--- src/rtl/mem_port_arbiter.sv ---
// Arbitrates one single-port memory between the instruction-fetch port and the data port.
// One access in flight at a time: grant, one-cycle command, fixed-latency wait, one-cycle response.
module mem_port_arbiter #(
    parameter int unsigned ADDR_W    = 32,
    parameter int unsigned DATA_W    = 32,
    parameter int unsigned MEM_LAT   = 1,
    parameter int unsigned PRIO_MODE = 0
) (
    input  logic              clk,
    input  logic              reset,

    input  logic              if_req,
    input  logic [ADDR_W-1:0] if_addr,
    output logic              if_ready,
    output logic [DATA_W-1:0] if_rdata,

    input  logic              d_req,
    input  logic              d_we,
    input  logic [ADDR_W-1:0] d_addr,
    input  logic [DATA_W-1:0] d_wdata,
    output logic              d_ready,
    output logic [DATA_W-1:0] d_rdata,

    output logic              mem_en,
    output logic              mem_we,
    output logic [ADDR_W-1:0] mem_addr,
    output logic [DATA_W-1:0] mem_wdata,
    input  logic [DATA_W-1:0] mem_rdata,

    output logic              busy
);

    if (MEM_LAT < 1) begin : g_bad_lat
        $error("mem_port_arbiter: MEM_LAT must be at least 1");
    end

    localparam int unsigned CNT_W = (MEM_LAT > 1) ? $clog2(MEM_LAT) : 1;

    localparam logic OwnIf   = 1'b0;
    localparam logic OwnData = 1'b1;

    typedef enum logic [1:0] {
        StIdle,
        StAccess,
        StWait,
        StResp
    } state_e;

    state_e            state_q, state_d;
    logic              owner_q, owner_d;
    logic              last_q, last_d;
    logic              we_q, we_d;
    logic [ADDR_W-1:0] addr_q, addr_d;
    logic [DATA_W-1:0] wdata_q, wdata_d;
    logic [CNT_W-1:0]  cnt_q, cnt_d;
    logic [DATA_W-1:0] if_rdata_q, if_rdata_d;
    logic [DATA_W-1:0] d_rdata_q, d_rdata_d;
    logic              busy_q;

    logic              grant;
    logic              grant_data;

    // Grant decision: from IDLE with arbitration, or from RESP to the other port only.
    always_comb begin
        grant      = 1'b0;
        grant_data = 1'b0;
        unique case (state_q)
            StIdle: begin
                if (if_req && d_req) begin
                    grant      = 1'b1;
                    grant_data = (PRIO_MODE == 1) || (last_q == OwnIf);
                end else if (if_req || d_req) begin
                    grant      = 1'b1;
                    grant_data = d_req;
                end
            end
            StResp: begin
                if (owner_q == OwnData) begin
                    grant      = if_req;
                    grant_data = 1'b0;
                end else begin
                    grant      = d_req;
                    grant_data = 1'b1;
                end
            end
            default: begin
                grant      = 1'b0;
                grant_data = 1'b0;
            end
        endcase
    end

    always_comb begin
        state_d    = state_q;
        owner_d    = owner_q;
        last_d     = last_q;
        we_d       = we_q;
        addr_d     = addr_q;
        wdata_d    = wdata_q;
        cnt_d      = cnt_q;
        if_rdata_d = if_rdata_q;
        d_rdata_d  = d_rdata_q;

        unique case (state_q)
            StIdle: begin
                if (grant) begin
                    state_d = StAccess;
                end
            end
            StAccess: begin
                state_d = StWait;
                cnt_d   = CNT_W'(MEM_LAT - 1);
            end
            StWait: begin
                if (cnt_q == '0) begin
                    state_d = StResp;
                    // Read data is only valid in this last wait cycle.
                    if (!we_q) begin
                        if (owner_q == OwnData) begin
                            d_rdata_d = mem_rdata;
                        end else begin
                            if_rdata_d = mem_rdata;
                        end
                    end
                end else begin
                    cnt_d = cnt_q - 1'b1;
                end
            end
            StResp: begin
                state_d = grant ? StAccess : StIdle;
            end
            default: begin
                state_d = StIdle;
            end
        endcase

        if (grant) begin
            owner_d = grant_data;
            last_d  = grant_data;
            if (grant_data) begin
                addr_d  = d_addr;
                we_d    = d_we;
                wdata_d = d_wdata;
            end else begin
                addr_d = if_addr;
                we_d   = 1'b0;
            end
        end
    end

    always_ff @(posedge clk or negedge reset) begin
        if (!reset) begin
            state_q    <= StIdle;
            owner_q    <= OwnIf;
            last_q     <= OwnData;
            we_q       <= 1'b0;
            addr_q     <= '0;
            wdata_q    <= '0;
            cnt_q      <= '0;
            if_rdata_q <= '0;
            d_rdata_q  <= '0;
            busy_q     <= 1'b0;
        end else begin
            state_q    <= state_d;
            owner_q    <= owner_d;
            last_q     <= last_d;
            we_q       <= we_d;
            addr_q     <= addr_d;
            wdata_q    <= wdata_d;
            cnt_q      <= cnt_d;
            if_rdata_q <= if_rdata_d;
            d_rdata_q  <= d_rdata_d;
            busy_q     <= (state_d != StIdle);
        end
    end

    assign mem_en    = (state_q == StAccess);
    assign mem_we    = we_q;
    assign mem_addr  = addr_q;
    assign mem_wdata = wdata_q;
    assign if_ready  = (state_q == StResp) && (owner_q == OwnIf);
    assign d_ready   = (state_q == StResp) && (owner_q == OwnData);
    assign if_rdata  = if_rdata_q;
    assign d_rdata   = d_rdata_q;
    assign busy      = busy_q;

endmodule

--- config.mk ---
export PLATFORM = sky130hd
export DESIGN_NAME = mem_port_arbiter
export DESIGN_NICKNAME = d
export VERILOG_FILES = /design/src/rtl/mem_port_arbiter.sv
export SDC_FILE = /design/constraint.sdc
export NUM_CORES = 1
export LEC_CHECK = 0
export CAP_MARGIN = 20
export CORE_MARGIN = 2
export CORE_UTILIZATION = 44
export DETAILED_ROUTE_END_ITERATION = 7
export MAX_ROUTING_LAYER = met4
export PLACE_DENSITY = 0.85
export SYNTH_ARGS = -nofsm -noshare
export SYNTH_HDL_FRONTEND = slang
export SYNTH_SLANG_ARGS = --single-unit
export TNS_END_PERCENT = 5
--- constraint.sdc ---
create_clock -name clk -period 5.3 [get_ports clk]
set_input_delay 0.53 -clock clk [delete_from_list [all_inputs] [get_ports clk]]
set_output_delay 0.53 -clock clk [all_outputs]
set_load 0.03 [all_outputs]
Yosys cells after proc, flatten, opt, wreduce, memory -nomap -nowiden
Index checks and enable logic that the tools add are counted.
{"block": "classes", "n_addsub": 1, "n_mul": 0, "n_div": 0, "order_cmp": 0, "n_eq_ne": 3, "n_shift": 0, "mux": 16, "n_bitwise": 4, "n_reduce_logical": 10}
{"cell": "two-way mux 32 bit", "n": 1}
{"cell": "two-way mux 1 bit", "n": 9}
{"cell": "case mux 2 bit (4 select lines)", "n": 1}
{"cell": "AND reduction 4 bit", "n": 2}
{"cell": "case mux 1 bit (2 select lines)", "n": 3}
{"cell": "equality test 2 bit (second input constant)", "n": 2}
{"cell": "two-way mux 2 bit", "n": 2}
{"cell": "inverter 1 bit", "n": 4}
{"cell": "nonzero test 2 bit", "n": 2}
{"cell": "logical AND 1 bit", "n": 3}
{"cell": "equality test 2 x 1 -> 1 bit (second input constant)", "n": 1}
{"cell": "logical NOT 2 bit", "n": 1}
{"cell": "AND reduction 2 bit", "n": 1}
{"cell": "logical OR 1 bit", "n": 1}
{"cell": "subtractor 1 bit (second input constant)", "n": 1}
{"block": "word_totals", "register_bits": 135, "latchBits": 0, "mem_bits_rw": 0, "mem_bits_ro": 0, "inputBits": 133, "out_inout_bits": 133, "mem_count": 0}

Depth between registers and ports, before layout
Gate-level depths: netlist of the first run.
{"block": "logic_depth", "depth_word": 7, "ltp_mapped": 7, "depth_no_buf": 6}

Least setup slack after synthesis of the first run
OpenSTA, ideal clock, no wires.
{"block": "synth_path", "path_type": "flip-flop to flip-flop", "start": "reg state_q[0]", "end": "reg addr_q[13] (netlist: mem_addr[13])", "arrival_time_ns": 2.028, "t_required_ns": 5.172, "path_slack_ns": 3.145, "stages_incl_launch_ff": 7, "path_cell_list": "dfrtp_1 ha_1 nor2b_2 a31oi_4 buf_2 mux2_2 mux2_1"}
{"block": "synth_between", "elab_chain_len": 3, "word_cells_on_any_way": 5}
{"item": "from (decl)", "line": "49", "rtl": "state_e state_q, state_d;"}
{"item": "from (signal assigned)", "line": "153", "rtl": "state_q <= StIdle;"}
{"item": "from (signal assigned)", "line": "164", "rtl": "state_q <= state_d;"}
{"item": "equality test 2 bit or logical NOT 2 bit (tied branches)", "line": "67", "rtl": "unique case (state_q)"}
{"item": "case mux 1 bit (2 select lines)", "line": "67"}
{"item": "two-way mux 32 bit", "line": "140", "rtl": "if (grant_data) begin"}
{"item": "to (signal assigned)", "line": "168", "rtl": "addr_q <= addr_d;"}
{"item": "to (decl)", "line": "53", "rtl": "logic [ADDR_W-1:0] addr_q, addr_d;"}
Several ways; a longest one is shown, not always the timed one.
A chain may end at the register's enable or synchronous reset.

Worst setup path in the final report of the first run
{"block": "layout_path", "start": "reg state_q[0]", "end": "reg wdata_q[25] (netlist: mem_wdata[25])"}
{"block": "layout_between", "elab_chain_len": 3, "word_cells_on_any_way": 5}
{"item": "equality test 2 bit or logical NOT 2 bit (tied branches)", "line": "67"}
{"item": "case mux 1 bit (2 select lines)", "line": "67"}
{"item": "AND reduction 2 bit (no source line) *"}
{"item": "to (signal assigned)", "line": "169", "rtl": "wdata_q <= wdata_d;"}
{"item": "to (decl)", "line": "54", "rtl": "logic [DATA_W-1:0] wdata_q, wdata_d;"}
Every way passes the cells marked *; elsewhere a longest branch is shown, timed or not.

==> results of run 1 <==
==> logic make-up after synthesis <==
family | Yosys count | synth area share
flip-flops | 134 | 0.609
buffers and inverters | 20 | 0.0211
AND/OR/NAND/NOR | 10 | 0.0127
adder cells (fa/ha/maj) | 4 | 0.00909
multiplexers | 163 | 0.333
AO/OA/AOI/OAI | 8 | 0.0145
==> sequential cells by signal, indices dropped and copies added (netlist names) <==
register	cells
state_q	2
owner_q	1
mem_we	1
if_rdata	32
mem_wdata	32
mem_addr	32
last_q	1
busy	1
d_rdata	32
==> Yosys cell counts (2+ instances only) <==
cell type | n | area share
mux2i_1 | 2 | 0.0036
nor2b_1 | 3 | 0.0034
mux2_1 | 5 | 0.010
buf_6 | 3 | 0.0061
buf_4 | 3 | 0.0041
inv_1 | 5 | 0.0034
mux2_2 | 156 | 0.32
dfrtp_1 | 133 | 0.60
ha_1 | 4 | 0.0091
clkbuf_1 | 2 | 0.0014
buf_2 | 6 | 0.0055
==> stage by stage <==
| stage | hold WS [ns] | cells | setup WS [ns] |
|---|---|---|---|
| 6_report | 0.123 | 791 | 2.61 |
| 5_1_grt | 0.189 | 791 | 2.44 |
| 4_1_cts | 0.164 | 790 | 2.39 |
| 3_5_place_dp | 0.466 | 760 | 2.22 |
| 3_3_place_gp | 0.456 | 760 | 2.32 |
| 2_1_floorplan | 0.234 | 339 | 3.14 |
==> final cells by class <==
cell class	count	area [um^2]
Sequential cell	134	3350
Fill cell	788	3230
Timing Repair Buffer	269	2700
Multi-Input combinational cell	185	2040
Clock buffer	20	447
Tap cell	168	210
Clock inverter	10	108
Inverter	5	18.8
==> metal layers <==
layer / global-route usage / up-vias / part of all wire
met1: 0.233 / 1910 / 0.37
met4: 0.0849 / 0 / 0.018
li1: - / 1761 / -
met2: 0.396 / 165 / 0.53
met5: - / - / 0
met3: 0.0732 / 20 / 0.080
==> path summary, 6_finish.rpt <==
check                           start            end  slack [ns]  cells past startpoint
setup / recovery           state_q[0]  mem_wdata[25]        2.61                      6
max in group asynchronous       reset     d_rdata[5]        3.97                      2
hold / removal                  reset   if_rdata[10]        0.12                      1
hold reg to reg                last_q         last_q        0.47                      2
min in group clk               last_q         last_q        0.47                      2
setup reg to reg           state_q[0]  mem_wdata[25]        2.61                      6
==> critical path, cell delays in order (launching register included) <==
cell and delay [ns]:
dfrtp_1 0.43, inv_1 0.10, ha_1 0.33, a21oi_1 0.10, or3_4 0.37, a21oi_4 0.80
mux2_2 0.43
==> power groups by stage <==
| stage | Clock [uW] | Combinational (uW) | Sequential [uW] |
|---|---|---|---|
| final | 1110 | 3570 | 1840 |
| after global routing | 1180 | 3740 | 1900 |
| after CTS | 1130 | 3590 | 1850 |
| after detailed placement | 0 | 3570 | 1860 |
| after global placement | 0 | 3510 | 1820 |
| after floorplan | 0 | 1160 | 2840 |
==> run metrics, run 1 <==
Util after Layout=0.733; CTS buffer count=17; Wirelength per Cell=between 15 and 20 um; DRT antenna net count=0; Max Slew Vio Count=0; commonest non-fill, non-tap cells in the layout=clkdlybuf4s50_1, mux2_2, dfrtp_1; fraction of layout cells with a size suffix above 1=0.316; Hold Path Class=input port to asynchronous set/reset pin; Total Routing Usage GR=0.224; Worst Tran Pin Value=approximately 1.0 ns; # port buffers=about 270; post-CTS sizing=0; fraction of registers with async set/reset=1.00; vias=just under 4000; Mapped Area=between 0.005 and 0.006 mm^2; Reg power frac=0.282; clk slew on worst S/H paths=~0.060 ns; Worst Setup Start Kind=flip-flop; synth warn=0; crit end category=flip-flop; CTS Buffer Depth=2; Post-Syn Instances=339; clock share of power=0.170; CP arrival=~3 ns; Starting DRT DRC Count=around 140; Setup Skew=between 0.005 and 0.006 ns; largest net degree at the start of global routing=80; Net Sw Frac=0.390; vias in the first global route=around 4100; leak pwr=about 0.0037 uW; RePlAce Congestion=0.751; Worst-Skew Late Latency=between 0.4 and 0.5 ns; P_int=~4000 uW; Row Count=40; fmax=around 370 MHz; H-Tree Depth=4; core area=~0.012 mm^2; cell area after layout=roughly 0.009 mm^2; DRT Wirelength=approximately 14 mm; maximum vdd drop=approximately 500 uV; critical path class=flip-flop to flip-flop; max cap viols=0; most common cell after layout, fill and taps aside=clkdlybuf4s50_1; #FFs+latches synth=about 130; status=complete, no violations; grt total ovfl=0; detailed placement HPWL=around 11 mm; hold_buf cts=0; clock sinks=between 100 and 150; Die Wd=~120 um; total setup buffers inserted after CTS=0; crit share post-route=0.507; overall power=approximately 6500 uW; Critical Path RT=around 5.6 ns; die height=approximately 120 um; Syn Nets=about 480; first-pass GRT wire length=around 22 mm; P&R area growth vs syn=61.3%; DRC violations left=0; placed cell area=~0.0083 mm^2; First-pass DRT Iterations=6; Psw=roughly 2500 uW; final worst path period need=about 2.7 ns; Power Dens Cells=735 mW/mm^2; Post-synth EDFFs=0; initial core utilization=0.454; Hold Fails Final Rpt=0; Post-synth top flop=dfrtp_1; Die ar.=0.0134 mm^2; total negative slack=0 ns; CP max FO=32; Final nets=749; Comb power frac=0.548; Netlist cell types=28; unrepaired setup endpoints after global routing=false; clock root buffer=clkbuf_16; vias per inst=between 4 and 5; Final setup violation count=0; CTS tree=yes; # diodes=0; Seq/Total Area, Yosys=0.609; I/O Pins=266; initial antenna violation count=0; syn avg cell area=16.2 um^2; Worst slew margin=0.325
Power figures use the tool's default switching activity.
==> run 2: changes to the inputs <==
Settings changed: CORE_UTILIZATION 44 to 41, PLACE_DENSITY 0.85 to 0.8.
Clock period 5.3 ns to 2.7 ns, I/O delays scaled along.
==> run 2 against run 1 <==
Die area increased by 7.1%. Total power rose by 96%. Clock-buffer cell count rose by 3. Clock power rose by 91%. First-iteration DRC count down 22%. Sequential cell count is the same. Largest cell class unchanged.
==> run metrics, run 2 (synthesized netlist as in run 1, its figures left out) <==
CP max FO=21 (-34%); Total Routing Usage GR=0.204 (-0.0207); Final setup violation count=0 (unchanged); worst slack, placed=0.330 ns (-1.89 ns); Hold Path Class=input port to asynchronous set/reset pin; Die Wd=120 um (+3.5%); critical path class=flip-flop to flip-flop; Worst Setup Start Kind=flip-flop; Worst path max stage delay=0.42 ns (-0.38 ns); initial core utilization=0.417 (-0.0372); Worst Tran Pin Value=0.622 ns (-0.389 ns); Max Slew Vio Count=0 (unchanged); detailed placement HPWL=10.5 mm (-0.43%); Util after Layout=0.678 (-0.0550); Die ar.=0.0144 mm^2 (+7.1%); fmax=424 MHz (+14%); # diodes=0 (unchanged); Setup Skew=0.00429 ns (-0.00166 ns); leak pwr=0.00368 uW (+0.76%); crit share post-route=0.874 (+0.367); FF-to-FF End=mem_addr[7]; H-Tree Depth=4 (unchanged); P&R area growth vs syn=62.5%; commonest non-fill, non-tap cells in the layout=clkdlybuf4s50_1, mux2_2, dfrtp_1; Row Count=42 (+5.0%); core area=0.0132 mm^2 (+8.9%); overall power=12800 uW (+96%); CP max-delay cell=dfrtp_1; clock sinks=134 (unchanged); total negative slack=0 ns (unchanged); CTS Buffer Depth=2 (unchanged); clock root buffer=clkbuf_16; DRC violations left=0 (unchanged); setup slack, reg-to-reg=0.34 ns (-2.27 ns); # port buffers=265 (unchanged); Critical Path RT=2.98 ns (-2.61 ns); largest net degree at the start of global routing=55 (-31%); fraction of layout cells with a size suffix above 1=0.314 (-0.00202); R2R Path Start=state_q[0]; DRT antenna net count=0 (unchanged); Register Area=0.00335 mm^2 (unchanged); initial antenna violation count=0 (unchanged); Largest delay share family, worst path=simple AND/OR/NAND/NOR gates; CP cell instances=inv_1 > ha_1 > a21oi_1 > or3_4 > nand2_2 > buf_12 > mux2_2; die height=120 um (+3.5%); most common cell after layout, fill and taps aside=clkdlybuf4s50_1; vias=3872 (+0.41%); First-pass DRT Iterations=4 (-2); maximum vdd drop=827 uV (+65%); Buf/Inv on CP=2 (+1); DRT Wirelength=13.8 mm (-5.0%); Hold Fails Final Rpt=0 (unchanged); final worst path period need=2.36 ns (-0.329 ns); CTS buffer count=17 (unchanged); hold_ws=0.435 ns (+0.312 ns); first-pass GRT wire length=21.9 mm (+1.2%); I/O Pins=266 (unchanged); area of the multi-input gates=0.00204 mm^2 (unchanged); crit end category=flip-flop; Worst slew margin=0.586 (+0.261); post-CTS sizing=0 (unchanged); vias per inst=4.82 (-1.1%); Worst-Skew Late Latency=0.40 ns (about the same); RePlAce Congestion=0.747 (-0.61%); hold_buf cts=1 (+1); max cap viols=0 (unchanged); Starting DRT DRC Count=111 (-22%); unrepaired setup endpoints after global routing=false; Final nets=755 (+0.80%); vias in the first global route=4279 (+3.7%); status=complete, no violations; total setup buffers inserted after CTS=0 (unchanged); Fillers=934 (+19%); CP arrival=2.64 ns (-0.34 ns); grt total ovfl=0 (unchanged); CTS tree=yes; clk slew on worst S/H paths=0.05 ns (about the same); Power Dens Cells=1430 mW/mm^2 (+94%); reg2reg path depth=7 (+1); setup ws final=0.340 ns (-2.27 ns); Wirelength per Cell=17.1 um (-6.5%)
==> run 2: metrics by stage <==
| step | instances | area [um^2] |
|---|---|---|
| after floorplan | 339 | 5500 |
| after global placement | 774 | 8400 |
| after detailed placement | 774 | 8400 |
| after CTS | 803 | 8940 |
| after global routing | 803 | 8940 |
| final | 803 | 8940 |
==> run 2: area by class of cell <==
| class | count | area share |
|---|---|---|
| clock buffers | 23 | 0.0512 |
| flip-flops and latches | 134 | 0.375 |
| clock inverters | 5 | 0.00867 |
| repair buffers | 275 | 0.311 |
| well taps | 176 | 0.0246 |
| multi-input cells | 185 | 0.228 |
| inverters | 5 | 0.00210 |
==> run 2: how the worst max path moves through the flow <==
stage	start	end	slack [ns]	depth (start not counted)
global placement	state_q[0]	mem_addr[6]	0.46	7
CTS	state_q[0]	mem_addr[1]	0.33	7
finish	state_q[0]	mem_addr[7]	0.34	7
global route	state_q[0]	mem_addr[7]	0.17	7
detailed placement	state_q[0]	mem_addr[1]	0.33	7
floorplan	state_q[0]	mem_addr[13]	0.54	6
==> run 2: metal layers <==
metal / wire [um] / track usage / up-vias
met3: 1140 / 0.0694 / 26
met2: 7150 / 0.349 / 174
li1: - / - / 1771
met4: 286 / 0.0853 / 0
met5: 0 / - / -
met1: 5170 / 0.215 / 1901
==> run 2: report_power, final <==
group	switching (uW)	internal (uW)	total [uW]	leakage (uW)
sequential	520	3070	3590	0.00158
combinational	3620	3420	7050	0.00184
clock	762	1360	2120	0.000259
